### src/rtl/cache_mem_arbiter_if.sv
// Bus bundle between the fetch/data request logic, the arbiter and the single RAM port.
// The arbiter takes the slave view; whoever drives the requests and models the RAM takes the master view.
interface cache_mem_arbiter_if;
    logic        iREN;
    logic [31:0] iaddr;
    logic        iwait;
    logic [31:0] iload;
    logic        dREN;
    logic        dWEN;
    logic [31:0] daddr;
    logic [31:0] dstore;
    logic        dwait;
    logic [31:0] dload;
    logic        ramREN;
    logic        ramWEN;
    logic [31:0] ramaddr;
    logic [31:0] ramstore;
    logic [31:0] ramload;
    logic        ram_ready;

    modport slave (
        input  iREN, iaddr, dREN, dWEN, daddr, dstore, ramload, ram_ready,
        output iwait, iload, dwait, dload, ramREN, ramWEN, ramaddr, ramstore
    );

    modport master (
        output iREN, iaddr, dREN, dWEN, daddr, dstore, ramload, ram_ready,
        input  iwait, iload, dwait, dload, ramREN, ramWEN, ramaddr, ramstore
    );
endinterface

### src/rtl/cache_mem_arbiter.sv
// Single-port RAM arbiter between instruction fetch and data memory, with a sticky hung-transfer flag.
// Define ARB_RR_EN for round-robin arbitration; otherwise data always wins over instruction.
module cache_mem_arbiter #(
    parameter int TIMEOUT = 1024,
    parameter int CNT_W   = 11
) (
    input  logic               CLK,
    input  logic               nRST,
    cache_mem_arbiter_if.slave bus,
    output logic               err
);
    typedef enum logic [1:0] {IDLE, IGRANT, DGRANT} state_t;

    state_t           state_q, state_d;
    logic [CNT_W-1:0] cnt_q, cnt_d;
    logic             err_q, err_d;
    logic             d_req;
    logic             pick_d;

    assign d_req = bus.dREN | bus.dWEN;

`ifdef ARB_RR_EN
    // Remembers whether the last grant went to the data side; resets to "instruction".
    logic last_d_q, last_d_d;

    assign pick_d = d_req & (~bus.iREN | ~last_d_q);

    always_comb begin
        last_d_d = last_d_q;
        if (state_q == IDLE && state_d != IDLE) begin
            last_d_d = (state_d == DGRANT);
        end
    end

    always_ff @(posedge CLK or negedge nRST) begin
        if (!nRST) begin
            last_d_q <= 1'b0;
        end else begin
            last_d_q <= last_d_d;
        end
    end
`else
    assign pick_d = d_req;
`endif

    always_ff @(posedge CLK or negedge nRST) begin
        if (!nRST) begin
            state_q <= IDLE;
            cnt_q   <= '0;
            err_q   <= 1'b0;
        end else begin
            state_q <= state_d;
            cnt_q   <= cnt_d;
            err_q   <= err_d;
        end
    end

    // A grant ends on completion or when the owner withdraws; IDLE always follows (bubble).
    always_comb begin
        state_d = state_q;
        case (state_q)
            IDLE: begin
                if (pick_d) begin
                    state_d = DGRANT;
                end else if (bus.iREN) begin
                    state_d = IGRANT;
                end
            end
            IGRANT: begin
                if (!bus.iREN || bus.ram_ready) begin
                    state_d = IDLE;
                end
            end
            DGRANT: begin
                if (!d_req || bus.ram_ready) begin
                    state_d = IDLE;
                end
            end
            default: state_d = IDLE;
        endcase
    end

    // Held at zero outside grants, so every grant starts counting from zero; saturates at TIMEOUT.
    always_comb begin
        cnt_d = cnt_q;
        err_d = err_q;
        if (state_q == IDLE) begin
            cnt_d = '0;
        end else if (!bus.ram_ready && cnt_q != CNT_W'(TIMEOUT)) begin
            cnt_d = cnt_q + CNT_W'(1);
        end
        if (cnt_d == CNT_W'(TIMEOUT)) begin
            err_d = 1'b1;
        end
    end

    always_comb begin
        bus.ramREN   = 1'b0;
        bus.ramWEN   = 1'b0;
        bus.ramaddr  = 32'h0;
        bus.ramstore = 32'h0;
        bus.iwait    = 1'b1;
        bus.dwait    = 1'b1;
        case (state_q)
            IGRANT: begin
                bus.ramREN  = bus.iREN;
                bus.ramaddr = bus.iaddr;
                bus.iwait   = ~(bus.iREN & bus.ram_ready);
            end
            DGRANT: begin
                bus.ramWEN   = bus.dWEN;
                bus.ramREN   = bus.dREN & ~bus.dWEN;
                bus.ramaddr  = bus.daddr;
                bus.ramstore = bus.dstore;
                bus.dwait    = ~(d_req & bus.ram_ready);
            end
            default: begin
            end
        endcase
    end

    assign bus.iload = bus.ramload;
    assign bus.dload = bus.ramload;
    assign err       = err_q;
endmodule

### src/flat_wrapper.sv
// flat-port wrapper written by rule: the top's interface ports become plain ports
module cache_mem_arbiter_flat 
#(
    parameter int TIMEOUT = 1024,
    parameter int CNT_W   = 11
)
  (CLK, nRST, err, bus_iREN, bus_iaddr, bus_dREN, bus_dWEN, bus_daddr, bus_dstore, bus_ramload, bus_ram_ready, bus_iwait, bus_iload, bus_dwait, bus_dload, bus_ramREN, bus_ramWEN, bus_ramaddr, bus_ramstore);
  cache_mem_arbiter_if bus_i ();
  input  logic CLK;
  input  logic nRST;
  output logic err;
  input wire logic [$bits(bus_i.iREN)-1:0] bus_iREN;
  input wire logic [$bits(bus_i.iaddr)-1:0] bus_iaddr;
  input wire logic [$bits(bus_i.dREN)-1:0] bus_dREN;
  input wire logic [$bits(bus_i.dWEN)-1:0] bus_dWEN;
  input wire logic [$bits(bus_i.daddr)-1:0] bus_daddr;
  input wire logic [$bits(bus_i.dstore)-1:0] bus_dstore;
  input wire logic [$bits(bus_i.ramload)-1:0] bus_ramload;
  input wire logic [$bits(bus_i.ram_ready)-1:0] bus_ram_ready;
  output wire logic [$bits(bus_i.iwait)-1:0] bus_iwait;
  output wire logic [$bits(bus_i.iload)-1:0] bus_iload;
  output wire logic [$bits(bus_i.dwait)-1:0] bus_dwait;
  output wire logic [$bits(bus_i.dload)-1:0] bus_dload;
  output wire logic [$bits(bus_i.ramREN)-1:0] bus_ramREN;
  output wire logic [$bits(bus_i.ramWEN)-1:0] bus_ramWEN;
  output wire logic [$bits(bus_i.ramaddr)-1:0] bus_ramaddr;
  output wire logic [$bits(bus_i.ramstore)-1:0] bus_ramstore;
  assign bus_i.iREN = bus_iREN;
  assign bus_i.iaddr = bus_iaddr;
  assign bus_i.dREN = bus_dREN;
  assign bus_i.dWEN = bus_dWEN;
  assign bus_i.daddr = bus_daddr;
  assign bus_i.dstore = bus_dstore;
  assign bus_i.ramload = bus_ramload;
  assign bus_i.ram_ready = bus_ram_ready;
  assign bus_iwait = bus_i.iwait;
  assign bus_iload = bus_i.iload;
  assign bus_dwait = bus_i.dwait;
  assign bus_dload = bus_i.dload;
  assign bus_ramREN = bus_i.ramREN;
  assign bus_ramWEN = bus_i.ramWEN;
  assign bus_ramaddr = bus_i.ramaddr;
  assign bus_ramstore = bus_i.ramstore;
  cache_mem_arbiter #(.TIMEOUT(TIMEOUT), .CNT_W(CNT_W)) u_core (.CLK(CLK), .nRST(nRST), .bus(bus_i), .err(err));
endmodule
### config.mk
export PLATFORM = sky130hd
export DESIGN_NAME = cache_mem_arbiter_flat
export DESIGN_NICKNAME = d
export VERILOG_FILES = /design/src/rtl/cache_mem_arbiter_if.sv /design/src/rtl/cache_mem_arbiter.sv /design/src/flat_wrapper.sv
export SDC_FILE = /design/constraint.sdc
export NUM_CORES = 1
export LEC_CHECK = 0
export ABC_CLOCK_PERIOD_IN_PS = 2600
export CAP_MARGIN = 15
export CORE_AREA = 2 2 104 106
export CTS_CLUSTER_DIAMETER = 150
export DETAILED_ROUTE_END_ITERATION = 10
export DIE_AREA = 0 0 106 108
export PLACE_DENSITY_LB_ADDON = 0.3
export SETUP_SLACK_MARGIN = 0.02
export SKIP_LAST_GASP = 1
export SLEW_MARGIN = 20
export SYNTH_ARGS = -nofsm -noshare
export SYNTH_HDL_FRONTEND = slang
export SYNTH_SLANG_ARGS = --single-unit
### constraint.sdc
create_clock -name CLK -period 2.6 [get_ports CLK]
set_clock_uncertainty 0.15 [all_clocks]
set_input_delay 0.39 -clock CLK [delete_from_list [all_inputs] [get_ports CLK]]
set_output_delay 0.39 -clock CLK [all_outputs]
set_load 0.02 [all_outputs]
==> key figures, run 1 <==
Placed design
  – Placer Congestion: 0.782
  – DP HPWL: 6030 microns
  – Input/output buffers: 170
  – DP Worst Slack: 126 ps
  – Placed Cells incl. Taps: 509

Global route
  – Largest net degree at the start of global routing: 48
  – Total gr overflow: 0
  – Vias in the first global route: 2,263
  – Total GRT Usage: 0.119
  – Antenna violations before repair: 0
  – First-pass GRT wire length: 11,300 microns

Drt
  – Initial drt markers: about 130
  – DRT Wirelength: 7480 microns
  – DRT met1 WL: 2950 microns
  – WL met2: 3730 microns
  – Antenna viol nets, final: 0
  – Vias per Instance: around 4.4
  – Via Count: around 2.3k
  – Remaining DRCs: 0
  – Met3 wire length: 615 microns
  – Max layer used: met4
  – Drt pass-1 iters: 4
  – WL per Instance: between 10 and 15 microns

Critical path
  – Setup crit end kind: output port
  – Worst setup path class: register to output port
  – Buf/Inv on CP: 3
  – Critical Path AT: 1960 ps
  – CP max stage cell: clkdlybuf4s50_1
  – CP cell instances: inv_1 -> ha_2 -> buf_12 -> and2_1 -> clkdlybuf4s50_1
  – Worst setup SP type: register
  – Worst EP required: 2060 ps
  – Critical path's top delay family: buffers and inverters
  – CP max stage delay: 600 ps
  – Critical-path maximum fanout: 47

Layout
  – Ratio of cells with drive above 1 in the final layout: 0.0399
  – Fin cells: 512
  – Number of diodes: 0
  – Fillers: 1,054
  – Nets: 517
  – Syn-to-layout area delta: 66.2%

STA
  – Fin crit period: about 2500 ps
  – Final setup violation count: 0
  – Slew Viols, Final: 0
  – Max Freq: between 0.3 and 0.4 GHz
  – RSZ-0062 raised after global routing: false
  – Setup ws final: 99.4 ps
  – Slew margin rel.: 0.570
  – Setup TNS: 0 ps
  – Final period utilization: 0.962
  – Final hold violations: 0
  – Worst-Margin Slew: 643 ps

Pwr
  – Pwr dens: a little over 700 nW/um^2
  – Leakage: roughly 1.6 nW
  – Max rail drop VDD: approximately 0.58 mV

Synth
  – EDFF count, synth: 0
  – Leading area contributor after synthesis: buf_4
  – Synth cell types: 39
  – Synth area leaders: buf_4 22%, dfrtp_1 16%, a22oi_1 11%, nor2b_1 9.9%, and2_1 9.6%
  – Area of the mapped netlist: 2150 sq um
  – Syn Area/Cell: 7.60 sq um
  – Post-synth ARST share: 1.00
  – Synth warn: 0
  – Post-synthesis sequential area ratio: 0.163
  – Most frequent cells after synthesis: 64 x buf_4, 34 x nor2b_1, 33 x and2_1
  – #FFs+latches synth: 14
  – Most numerous cell in the Yosys netlist: buf_4
  – Syn nets: about 420
  – Top cell type's share of synthesized area: 0.223
  – Mapped Cells: 283
  – Main synth FF type: dfrtp_1

Clocking
  – Clock Root Buffer: clkbuf_8
  – Clock Pin Slew Worst Setup and Hold Paths: 50 ps
  – Num CTS Buffers: 3
  – CTS tree: done
  – CTS sink count: 14
  – Post-CTS setup buffers: 0
  – Worst-Skew Late Latency: approximately 250 ps
  – Clock H-tree levels: 1
  – Max Root-Sink Buffers: 2

Die
  – Rows: 37
  – IO Pins: 267
  – Die height: 108 microns
  – Initial Util: 0.210
  – Core ar.: 10,200 sq um
  – Die Width: 106 microns
  – DIE AREA: around 11,000 sq um

Min path
  – HP Class: register to register

Job
  – Max-cap violations: 0

Run status
  – Status: finished clean
worst register-to-register path, cell delays in order, from the launching register on:
cell	delay, ps
dfrtp_1	450
inv_1	110
ha_1	150
or4b_1	490
nor4_4	260
nor2_1	140
a32oi_1	270
o41ai_2	110
kinds of logic after synthesis:
logic type | after synthesis | share of synthesized area
AO/OA/AOI/OAI | 53 | 0.178
buffers and inverters | 92 | 0.278
adder cells (fa/ha/maj) | 5 | 0.0291
AND/OR/NAND/NOR | 107 | 0.302
XOR/XNOR | 12 | 0.0488
flip-flops | 14 | 0.163
layout by cell type (no fill, tap or decap), types with 4 or more instances in the layout:
cell type	Yosys	layout
clkdlybuf4s50_1	0	125
nor2b_1	34	34
and2_1	33	33
a22oi_1	32	32
dlygate4sd2_1	0	30
nor2_1	15	15
dlymetal6s2s_1	0	15
dfrtp_1	14	14
xnor2_1	8	8
inv_1	6	6
a21oi_1	6	6
nand2_1	5	5
xor2_1	4	4
where the power goes:
part	switching (W)	total [W]	internal (W)
Clock	0.0000759	0.000179	0.000103
Sequential	0.0000327	0.000276	0.000244
Combinational	0.00109	0.00211	0.00102
final timing paths:
path                                         from               end  slack, ps  cells after the start
worst max-delay path            u_core.state_q[0]  bus_ramstore[14]        100                      5
worst min-delay path                   u_core.err        u_core.err        310                      2
worst max register to register    u_core.cnt_q[0]        u_core.err        360                      7
worst min register to register         u_core.err        u_core.err        310                      2
max in group asynchronous                    nRST   u_core.cnt_q[2]       1500                      1
min in group asynchronous                    nRST   u_core.cnt_q[9]        390                      1
cell type report:
cell class	instances	area, sq um	area share
clock buffers	3	41.3	0.0115
repair buffers	176	1780	0.499
multi-input cells	177	1210	0.338
well taps	136	170	0.0476
inverters	6	22.5	0.00630
flip-flops and latches	14	350	0.0980
metal layers:
metal / GRT usage / up-vias
li1: - / 1078
met4: 0.0395 / 0
met1: 0.144 / 1031
met5: 0 / -
met3: 0.0325 / 28
met2: 0.206 / 117
sequential cells by signal, summed over array words and instances (netlist names):
register,cells
u_core.cnt_q,11
u_core.err,1
u_core.state_q,2
timing repair:
action	in CTS	in global routing
hold buffers	0	0
hold endpoints to repair	0	0
endpoints found under the setup margin	31	15
gates resized for setup	31	15
stage by stage:
| step | power (W) | util | area, sq um | hold slack (ps) |
|---|---|---|---|---|
| 3_5_place_dp | 0.00252 | 0.345 | 3530 | 303 |
| 3_3_place_gp | 0.00252 | 0.345 | 3530 | 297 |
| 6_report | 0.00256 | 0.350 | 3580 | 310 |
| 5_1_grt | 0.00275 | 0.350 | 3580 | 346 |
| 2_1_floorplan | 0.00160 | - | 2150 | -55.6 |
| 4_1_cts | 0.00261 | 0.346 | 3540 | 316 |
No activity file was read; power rests on OpenSTA's default activity.
==> inputs of run 2 (changes only) <==
Settings changed: CORE_AREA 2 2 104 106 to 2 2 105 107, CTS_BUF_LIST set to sky130_fd_sc_hd__clkbuf_8, CTS_CLUSTER_DIAMETER 150 to 40, DIE_AREA 0 0 106 108 to 0 0 107 109, DONT_BUFFER_PORTS set to 1.
==> run 2 against run 1 <==
Effect of this change: sequential share of layout area rose by 6.8 points; global-route usage fell by 4.0 points; non-clock buffer count fell by 136; register-to-register slack improved by 90 ps; critical endpoint is now bus_ramaddr[13]; highest routed layer unchanged.
==> key figures, run 2 (synthesized netlist as in run 1, its figures left out) <==
Clocking
  – Num CTS Buffers: 3
  – Max Root-Sink Buffers: 2
  – Clock H-tree levels: 1
  – Worst-Skew Late Latency: 240 ps
  – CTS sink count: 14
  – Clock Pin Slew Worst Setup and Hold Paths: approximately 60 ps
  – Clock Root Buffer: clkbuf_8
  – CTS tree: done

Min path
  – HP Class: primary input to register

Placed design
  – Input/output buffers: 0
  – Placed Cells incl. Taps: approximately 380
  – Placer Congestion: between 0.7 and 0.8
  – DP HPWL: 4560 microns

Critical path
  – Setup crit end kind: output port
  – Critical-path maximum fanout: 34
  – Worst EP required: 2060 ps
  – Worst setup path start: u_core.state_q[1]
  – Worst r2r dst: u_core.err
  – FF-to-FF path depth: 7
  – Critical Path AT: 1710 ps
  – Worst setup SP type: register
  – Worst setup path class: register to output port
  – R2R Setup Slk: 450 ps
  – CP Capture Point: bus_ramaddr[13]
  – Reg2Reg Launch Point: u_core.cnt_q[0]

Drt
  – Via Count: roughly 1.7k
  – Antenna viol nets, final: 0
  – WL per Instance: 14.6 microns
  – Vias per Instance: ~4.6
  – Initial drt markers: 70
  – Remaining DRCs: 0
  – Drt pass-1 iters: 4
  – DRT Wirelength: 5560 microns

Die
  – IO Pins: 267
  – Initial Util: 0.203
  – Die Width: 107 microns
  – Rows: 38
  – Die height: 109 microns
  – DIE AREA: 11,700 sq um
  – Core ar.: 10,600 sq um

Job
  – Max-cap violations: 0

STA
  – RSZ-0062 raised after global routing: false
  – Setup TNS: 0 ps
  – Final hold violations: 0
  – Slew margin rel.: 0.546
  – Slew Viols, Final: 0
  – Fin crit period: 2250 ps
  – Final setup violation count: 0
  – Final period utilization: 0.866
  – Worst-Margin Slew: 678 ps
  – Max Freq: between 0.4 and 0.5 GHz

Global route
  – M3 GR Usage: 0.00598
  – Total GRT Usage: 0.0799
  – Vias in the first global route: 1,479
  – Gr busiest metal: met2
  – Grt met2 use: 0.141
  – Met1 usage: 0.101
  – Antenna violations before repair: 0
  – Total gr overflow: 0
  – Largest net degree at the start of global routing: 69
  – First-pass GRT wire length: 7510 microns

Layout
  – Number of diodes: 0
  – Fin cells: between 300 and 400
  – Ratio of cells with drive above 1 in the final layout: 0.196
  – Fillers: 1,226
  – Nets: approximately 380
  – Most common cell after layout, fill and taps aside: buf_4
  – Max FFs per register: 11
  – Commonest non-fill, non-tap cells in the layout: 38 x buf_4, 34 x nor2b_1, 33 x and2_1, 32 x a22oi_1, 15 x nor2_1
  – Largest Register: u_core.cnt_q
  – Syn-to-layout area delta: -1.98%

Pwr
  – Pwr dens: between 900 and 1000 nW/um^2
  – Max rail drop VDD: around 0.34 mV
  – Leakage: around 0.81 nW

Run status
  – Status: finished clean
run 2: cell types whose count changed in the layout (fill, tap and decap cells not counted):
cell / change
ha_2: -1
buf_12: -2
dlymetal6s2s_1: -15
clkdlybuf4s50_1: -125
buf_4: +35
dlygate4sd3_1: +1
ha_1: +1
dlygate4sd2_1: -30
run 2: timing repair:
item,CTS,global route
resized for setup,0,0
setup buffers,0,0
endpoints found under the hold margin,14,0
hold buffers,1,0
run 2: how the worst min path moves through the flow:
stage	startpoint	endpoint	slack (ps)	cells after the start
after floorplan	nRST	u_core.cnt_q[0]	-60	0
after global placement	nRST	u_core.err	-60	0
after detailed placement	nRST	u_core.cnt_q[9]	-60	0
after CTS	bus_iREN	u_core.state_q[0]	160	2
after global routing	bus_iREN	u_core.state_q[0]	160	2
final	bus_iREN	u_core.state_q[0]	160	2
run 2: where the power goes:
part	total (W)	switching, W	internal (W)
clock	0.000177	0.0000748	0.000102
combinational	0.00162	0.000991	0.000627
sequential	0.000272	0.0000290	0.000243
total	0.00207	0.00109	0.000973
run 2: stage by stage:
stage	worst slack, ps	hold WS [ps]	area [sq um]	util	total power (W)
final	348	157	2110	0.199	0.00207
after global routing	197	155	2110	0.199	0.00224
after CTS	357	158	2110	0.199	0.00208
after detailed placement	435	-55.3	2060	0.194	0.00189
after global placement	457	-55.3	2060	0.194	0.00190
after floorplan	530	-55.6	2150	-	0.00160
run 2: routing by layer:
layer  wire length (microns)  part of all wire
met3                     360             0.065
met2                    2840              0.51
met5                       0                 0
met4                     140             0.025
met1                    2220              0.40
run 2: critical path: stages, from the launching register on:
cell and delay [ps]:
dfrtp_1 380, inv_1 120, ha_1 150, buf_4 300, a22oi_1 160, nor2b_1 180
buf_4 170
run 2: layout make-up:
cell class	count	area (sq um)	area share
clock buffers	3	41.3	0.0196
inverters	6	22.5	0.0107
flip-flops and latches	14	350	0.166
repair buffers	40	315	0.149
well taps	140	175	0.0830
multi-input cells	177	1200	0.571
